`src/rtl/mem_stream_ctrl.sv`:
```
// Stream-side controller that turns an 8-bit sync-write/async-read memory into a FIFO.
// Upstream valid/ready bytes become memory writes; stored bytes drain in order downstream.
module mem_stream_ctrl #(
  parameter int unsigned DATA_WIDTH = 8,
  parameter int unsigned ADDR_WIDTH = 8,
  parameter int unsigned DEPTH      = 256
) (
  input  logic                  clk,
  input  logic                  reset,
  input  logic                  flush,
  input  logic [DATA_WIDTH-1:0] in_data,
  input  logic                  in_valid,
  output logic                  in_ready,
  output logic [DATA_WIDTH-1:0] out_data,
  output logic                  out_valid,
  input  logic                  out_ready,
  output logic [DATA_WIDTH-1:0] mem_data_in,
  output logic                  mem_write_enable,
  output logic [ADDR_WIDTH-1:0] mem_wr_addr,
  output logic [ADDR_WIDTH-1:0] mem_rd_add,
  input  logic [DATA_WIDTH-1:0] mem_data_out,
  output logic [ADDR_WIDTH:0]   count,
  output logic                  full,
  output logic                  empty
);

  localparam int unsigned CNT_W = ADDR_WIDTH + 1;
  localparam logic [ADDR_WIDTH-1:0] LAST_ADDR = ADDR_WIDTH'(DEPTH - 1);
  localparam logic [CNT_W-1:0]      DEPTH_CNT = CNT_W'(DEPTH);

  logic [ADDR_WIDTH-1:0] wr_ptr;
  logic [ADDR_WIDTH-1:0] rd_ptr;
  logic [CNT_W-1:0]      count_q;
  logic                  push;
  logic                  pop;

  // Pointers wrap at DEPTH-1 so addresses beyond the usable range are never driven.
  function automatic logic [ADDR_WIDTH-1:0] ptr_inc(input logic [ADDR_WIDTH-1:0] p);
    return (p == LAST_ADDR) ? '0 : p + ADDR_WIDTH'(1);
  endfunction

  // Handshake decode; reset gates the write strobe so it drops immediately.
  always_comb begin
    full             = (count_q == DEPTH_CNT);
    empty            = (count_q == '0);
    in_ready         = !full && !flush;
    out_valid        = !empty;
    push             = in_valid && in_ready && !reset;
    pop              = out_valid && out_ready;
    mem_write_enable = push;
    mem_data_in      = in_data;
    mem_wr_addr      = wr_ptr;
    mem_rd_add       = rd_ptr;
    out_data         = mem_data_out;
    count            = count_q;
  end

  // Pointer and occupancy state; flush wins over any pop in the same cycle.
  always_ff @(posedge clk or posedge reset) begin
    if (reset) begin
      wr_ptr  <= '0;
      rd_ptr  <= '0;
      count_q <= '0;
    end else if (flush) begin
      wr_ptr  <= '0;
      rd_ptr  <= '0;
      count_q <= '0;
    end else begin
      if (push) wr_ptr <= ptr_inc(wr_ptr);
      if (pop)  rd_ptr <= ptr_inc(rd_ptr);
      case ({push, pop})
        2'b10:   count_q <= count_q + CNT_W'(1);
        2'b01:   count_q <= count_q - CNT_W'(1);
        default: count_q <= count_q;
      endcase
    end
  end

endmodule
```
`config.mk`:
```
export PLATFORM = sky130hd
export DESIGN_NAME = mem_stream_ctrl
export DESIGN_NICKNAME = d
export VERILOG_FILES = /design/src/rtl/mem_stream_ctrl.sv
export SDC_FILE = /design/constraint.sdc
export NUM_CORES = 1
export LEC_CHECK = 0
export ABC_AREA = 1
export CAP_MARGIN = 10
export CELL_PAD_IN_SITES_DETAIL_PLACEMENT = 0
export CELL_PAD_IN_SITES_GLOBAL_PLACEMENT = 1
export CORE_MARGIN = 4
export CORE_UTILIZATION = 32
export DETAILED_ROUTE_END_ITERATION = 8
export GPL_ROUTABILITY_DRIVEN = 0
export MAX_ROUTING_LAYER = met4
export PLACE_DENSITY = 0.89
export SLEW_MARGIN = 20
export SYNTH_ARGS = -nofsm -noshare
export SYNTH_HDL_FRONTEND = slang
export SYNTH_SLANG_ARGS = --single-unit
```
`constraint.sdc`:
```
create_clock -name clk -period 3.1 [get_ports clk]
set_input_delay 0.62 -clock clk [delete_from_list [all_inputs] [get_ports clk]]
set_output_delay 0.62 -clock clk [all_outputs]
set_load 0.05 [all_outputs]
```
==> metrics.md, run 1 <==
| Metric | Value |
|---|---|
| Routed WL | 4040 um |
| Setup ws final | 0.399 ns |
| Drt pass-1 iters | 4 |
| Compound-gate portion of the synthesized area | 0.169 |
| Slowest CP cell | clkdlybuf4s50_1 |
| Port Buf Inserts | 34 |
| Synth async-reset ratio | 1.00 |
| Setup slack, reg-to-reg | 0.57 ns |
| Syn-to-layout area delta | 22.8% |
| Delay-heaviest family, CP | buffers and inverters |
| Reg2Reg Capture Point | count[8]$_DFFE_PP0P_ |
| Lkg Pwr | 1.04 nW |
| Simple-gate share of the synthesized area | 0.242 |
| Cell count after synthesis | 227 |
| Maximum vdd drop | 0.379 mV |
| PD cells | 795 nW/um^2 |
| DR WL met3 | 213 um |
| Actual slew at the worst max-slew pin | 0.519 ns |
| Share of layout cells above drive strength 1 | 0.133 |
| CTS Sinks | 25 |
| Syn avg cell area | 7.95 um^2 |
| RSZ-0062 raised after global routing | no |
| Hold violation total from the final report | 0 |
| Pin count of the biggest net entering global routing | 26 |
| Max Slew Vio Count | 0 |
| Crit Path Category | reg -> out |
| Post-Synth Adder-Cell Area | 0.0735 |
| Residual DRC | 0 |
| Netlist cell types | 34 |
| Slew HR | 0.653 |
| Crit end category | output pin |
| Placed cells | 323 |
| Peak Freq | 370 MHz |
| Critical Path RT | 2.48 ns |
| CP Launch Type | flop |
| Hold_sp | mem_wr_addr[6]$_DFFE_PP0P_ |
| Vias post-DR | 1533 |
| Die area | 6910 um^2 |
| Setup TNS | 0 ns |
| ANT cells | 0 |
| Final period utilization | 0.871 |
| Clock slew at reported path FFs | 0.10 ns |
| Crit-path max cell delay | 0.79 ns |
| Min Hold Slack | 0.549 ns |
| CTS Hold Bufs | 0 |
| Final non-filler cell total | 327 |
| Worst-path maximum fanout | 5 |
| Global-route wire length before repair | 7040 um |
| GRT overflow | 0 |
| Status | completed |
| Vias in the first global route | 1469 |
| Routed metal-1 wirelength | 1890 um |
| Vias per cell | 4.69 |
| HP Class | reg -> reg |
| CTS max path bufs | 2 |
| Post-synth net total | 258 |
| Post-synthesis instance area | 1810 um^2 |
| Post-synthesis mux area share | 0 |
| Tmin final | 2.70 ns |
| Place WS | 0.195 ns |
| Iteration-0 DRC Markers | 87 |
| Num CTS Buffers | 3 |
| WL/cell | 12.4 um |
| Post-synth EDFFs | 0 |
| Initial antenna violation count | 0 |
| Synth Flop Type | dfrtp_1 |
| Antenna Nets Post-Route | 0 |
| Reg2Reg Depth | 16 |
| WP buf/inv | 2 |
| Synth Warn # | 0 |
| Starting density of the core | 0.330 |
| Critical path arrival | 2.08 ns |
| Placeable Area | 5470 um^2 |
| Die W | 83.1 um |
| I/O pins | 67 |
| DR WL met2 | 1920 um |
| Final Skew | 0.00404 ns |
| XOR/XNOR Fraction of Synth Area | 0.0340 |
| Final net count | 287 |
| Post-CTS Setup Bufs | 0 |
| Total of max-cap violations | 0 |
| Critical-path cell list | nor2_1, nand2_1, nor2_4, nand2_2, inv_1, clkdlybuf4s50_1 |
| HPWL Detailed | 3140 um |
| Die Ht | 83.1 um |
| Register bit total from synthesis | 25 |
| Endpoint, Worst Hold | mem_wr_addr[6]$_DFFE_PP0P_ |
| Total track usage | 0.123 |
| Root buf cell | clkbuf_8 |
| Crit Reg-Reg Startpoint | count[0]$_DFFE_PP0P_ |
| Top routing layer used | met4 |
| Final setup violation count | 0 |
| Row cnt | 27 |
| Register area share after synthesis | 0.347 |
| Main combinational cell family by area after synthesis | simple AND/OR/NAND/NOR gates |
| Hold depth | 2 |
| TritonCTS clock tree | yes |
| Post_cts resized | 0 |
| Clk Latency, worst-skew pair | 0.28 ns |
| H-tree depth | 1 |
## flip-flops by register name, summed over array words and instances (netlist names)
name and count:
count 9, mem_rd_add 8, mem_wr_addr 8
## kinds of logic (layout without fill, tap and decap cells)
logic type / count (synthesis) / in the layout
fa+ha+maj: 10 / 10
buf+inv: 48 / 76
simple gates: 90 / 90
compound gates: 47 / 47
flops: 25 / 25
xor+xnor: 7 / 7
## synth_stat cells (2+ instances only)
library cell	number	area, um^2
nand2_4	3	33.8
buf_4	17	128
inv_1	30	113
xnor2_1	3	26.3
nand2_2	2	12.5
a21oi_1	15	75.1
nand3_4	2	35.0
o21ai_0	10	50.1
nand3_1	15	75.1
xor2_1	4	35.0
nor3_1	3	15.0
nand2_1	47	176
nor2_1	13	48.8
ha_1	9	113
nand4_1	2	12.5
o21bai_1	2	15.0
dfrtp_1	25	626
o21ai_2	5	43.8
a31oi_1	4	25.0
a31o_2	2	17.5
## power breakdown
group          switching, mW  total [mW]  internal [mW]  leakage [nW]
registers             0.0824       0.464          0.382         0.340
logic                  0.708        1.09          0.382         0.674
clock network          0.116       0.208         0.0915        0.0217
## worst max-delay path by stage
stage | startpoint | endpoint | depth (start not counted)
floorplan | count[1]$_DFFE_PP0P_ | count[8]$_DFFE_PP0P_ | 15
global placement | out_ready | count[5]$_DFFE_PP0P_ | 10
detailed placement | out_ready | count[8]$_DFFE_PP0P_ | 13
CTS | count[0]$_DFFE_PP0P_ | empty | 6
global route | count[0]$_DFFE_PP0P_ | empty | 6
finish | count[0]$_DFFE_PP0P_ | empty | 6
## metal layers
| metal | GRT usage | vias to the layer above |
|---|---|---|
| li1 | - | 786 |
| met1 | 0.158 | 707 |
| met2 | 0.196 | 38 |
| met3 | 0.0357 | 2 |
| met4 | 0.0208 | 0 |
| met5 | - | - |
## worst min-delay path, cell delays in order (launching register included)
cell and delay [ns]:
dfrtp_1 0.38, inv_1 0.07, a21oi_1 0.07
## layout make-up
cell class                      count  area [um^2]
Clock buffer                        3         41.3
Clock inverter                      1         7.51
Fill cell                         576         3260
Inverter                           31          116
Multi-Input combinational cell    154          936
Sequential cell                    25          626
Tap cell                           72         90.1
Timing Repair Buffer               41          400
## cells in the final DEF, fill, tap and decap left out, types with 2 or more instances in the layout
cell / instances
dfrtp_1: 25
buf_4: 8
nor3_1: 3
clkbuf_8: 3
xor2_1: 4
nand4_1: 2
ha_1: 9
a31o_2: 2
nand3_4: 2
nand2_2: 2
a31oi_1: 4
o21ai_2: 5
xnor2_1: 3
nand3_1: 15
inv_1: 30
nor2_1: 13
a21oi_1: 15
o21ai_0: 10
nand2_1: 47
clkdlybuf4s50_1: 32
nand2_4: 3
o21bai_1: 2
## through the flow
step           total power [mW]  utilization  cell area (um^2)
2_1_floorplan              1.31            -              1810
3_3_place_gp               1.55        0.396              2170
3_5_place_dp               1.56        0.396              2170
4_1_cts                    1.77        0.405              2220
5_1_grt                    1.89        0.405              2220
6_report                   1.76        0.405              2220
No activity file was read; power rests on OpenSTA's default activity.
==> run 2, diff against run 1 <==
==> constraint.sdc (replaced) <==
create_clock -name clk -period 3.1 [get_ports clk]
set_input_delay 0.62 -clock clk [delete_from_list [all_inputs] [get_ports clk]]
set_output_delay 0.62 -clock clk [all_outputs]
set_load 0.02 [all_outputs]
==> metrics.md, run 2 (synthesis gave the netlist of run 1 again) <==
| Metric | Value |
|---|---|
| TritonCTS clock tree | yes |
| Seq pwr share | 0.295 |
| Crit Reg-Reg Startpoint | count[4]$_DFFE_PP0P_ |
| PD cells | 709 nW/um^2 |
| Max Slew Vio Count | 0 |
| Vias per cell | 4.64 |
| Status | completed |
| Syn-to-layout area delta | 21.8% |
| Hold violation total from the final report | 0 |
| Post-Layout Inst Area | 2200 um^2 |
| Setup slack, reg-to-reg | 0.57 ns |
| Clock slew at reported path FFs | 0.09 ns |
| WL/cell | 12.0 um |
| Num CTS Buffers | 3 |
| Min Hold Slack | 0.545 ns |
| Share of layout cells above drive strength 1 | 0.122 |
| Delay-heaviest family, CP | buffers and inverters |
| HP Class | reg -> reg |
| CTS Sinks | 25 |
| Reg2Reg Depth | 16 |
| Critical Path RT | 2.48 ns |
| Critical-path cell list | clkdlybuf4s50_1, inv_1, nor2_1, nand3_2, inv_1, clkdlybuf4s50_1 |
| Clk Latency, worst-skew pair | 0.27 ns |
| I/O pins | 67 |
| Post_cts resized | 0 |
| Slowest CP cell | clkdlybuf4s50_1 |
| Iteration-0 DRC Markers | 61 |
| Vias post-DR | 1512 |
| HPWL Detailed | 3140 um |
| Clock share of power | 0.128 |
| Psw | 708 uW |
| Final Skew | 0.00249 ns |
| Row cnt | 27 |
| Die Ht | 83.1 um |
| Cell Area, Placed | 2150 um^2 |
| Antenna Nets Post-Route | 0 |
| CP Launch Type | input port |
| Peak Freq | 346 MHz |
| Residual DRC | 0 |
| Internal | 853 uW |
| Commonest non-fill, non-tap cell in the layout | nand2_1 |
| Hold depth | 2 |
| Filler cell count | 568 |
| Setup TNS | 0 ns |
| Crit Path Category | in -> out |
| Switch share | 0.454 |
| Worst-path maximum fanout | 7 |
| Drt pass-1 iters | 4 |
| RSZ-0062 raised after global routing | no |
| Comb power frac | 0.578 |
| CTS max path bufs | 2 |
| Crit-path max cell delay | 0.62 ns |
| Post-CTS Setup Bufs | 0 |
| Max reg flops | 9 |
| Endpoint, Worst Hold | mem_wr_addr[6]$_DFFE_PP0P_ |
| Starting density of the core | 0.330 |
| H-tree depth | 1 |
| Global-route wire length before repair | 6910 um |
| Actual slew at the worst max-slew pin | 0.329 ns |
| Place WS | 0.161 ns |
| Maximum vdd drop | 0.252 mV |
| Commonest non-fill, non-tap cells in the layout | nand2_1, clkdlybuf4s50_1, inv_1 |
| Root buf cell | clkbuf_8 |
| CTS Hold Bufs | 0 |
| GRT overflow | 0 |
| Final setup violation count | 0 |
| Total track usage | 0.118 |
| Die W | 83.1 um |
| Lkg Pwr | 1.03 nW |
| Crit end category | output pin |
| Port Buf Inserts | 34 |
| Tmin final | 2.89 ns |
| Routed WL | 3920 um |
| Slew HR | 0.781 |
| Total of max-cap violations | 0 |
| Die area | 6910 um^2 |
| Total power | 1.56 mW |
| Setup ws final | 0.213 ns |
| Pin count of the biggest net entering global routing | 26 |
| Vias in the first global route | 1455 |
| Critical path arrival | 2.27 ns |
| Placeable Area | 5470 um^2 |
| Hold_sp | mem_wr_addr[6]$_DFFE_PP0P_ |
| Initial antenna violation count | 0 |
| Reg2Reg Capture Point | count[8]$_DFFE_PP0P_ |
| Final period utilization | 0.931 |
| WP buf/inv | 4 |
| ANT cells | 0 |
| Final net count | 286 |
[run 2: changes by cell type in the layout (fill, tap and decap cells not counted)]
cell	change
buf_12	-1
buf_4	-2
clkdlybuf4s50_1	+2
clkinvlp_4	-1
clkinv_2	+1
[run 2: cell type report]
cell class	instances	area (um^2)	share of cell area
clock buffers	3	41.3	0.0188
clock inverters	1	5.00	0.00228
inverters	31	116	0.0529
multi-input cells	154	936	0.425
flip-flops and latches	25	626	0.284
well taps	72	90.1	0.0410
repair buffers	40	385	0.175
[run 2: routing by layer]
metal / global-route usage / wire (um) / share of wire
met1: 0.151 / 1850 / 0.47
met2: 0.197 / 1850 / 0.47
met5: - / 0 / 0
met3: 0.0248 / 202 / 0.052
met4: 0.0208 / 15 / 0.0038
[run 2: worst max-delay path by stage]
stage | startpoint | endpoint | slack (ns) | cells past startpoint
4_1_cts | in_valid | mem_write_enable | 0.20 | 6
6_report | in_valid | mem_write_enable | 0.21 | 6
3_3_place_gp | in_valid | count[7]$_DFFE_PP0P_ | 0.17 | 14
3_5_place_dp | in_valid | count[8]$_DFFE_PP0P_ | 0.16 | 15
5_1_grt | in_valid | mem_write_enable | 0.10 | 6
2_1_floorplan | in_valid | count[8]$_DFFE_PP0P_ | 0.69 | 14
[run 2: tightest hold or removal path: cells and delay by family (launching register included)]
family / cells / cell delay, ns
buffers and inverters: 1 / 0.07
AOI/OAI and AO/OA: 1 / 0.06
DFF: 1 / 0.39
[run 2: power by group through the flow]
stage / registers [mW] / logic [mW] / clock network, mW
3_3_place_gp: 0.469 / 0.904 / 0
4_1_cts: 0.463 / 0.912 / 0.206
6_report: 0.460 / 0.902 / 0.199
3_5_place_dp: 0.469 / 0.908 / 0
2_1_floorplan: 0.519 / 0.588 / 0
5_1_grt: 0.476 / 0.997 / 0.217
[run 2: through the flow]
step / cells / utilization
CTS: 326 / 0.402
global placement: 322 / 0.393
floorplan: 227 / -
detailed placement: 322 / 0.393
finish: 326 / 0.402
global route: 326 / 0.402
==> run 3, diff against run 2 <==
--- a/config.mk
+++ b/config.mk
@@ -11,6 +11,8 @@
 export CELL_PAD_IN_SITES_GLOBAL_PLACEMENT = 1
 export CORE_MARGIN = 4
 export CORE_UTILIZATION = 32
+export CTS_CLUSTER_DIAMETER = 150
+export CTS_CLUSTER_SIZE = 20
 export DETAILED_ROUTE_END_ITERATION = 8
 export GPL_ROUTABILITY_DRIVEN = 0
 export MAX_ROUTING_LAYER = met4
==> results of run 3 <==
No change in the layout: final DEF, timing and power equal those of run 2.
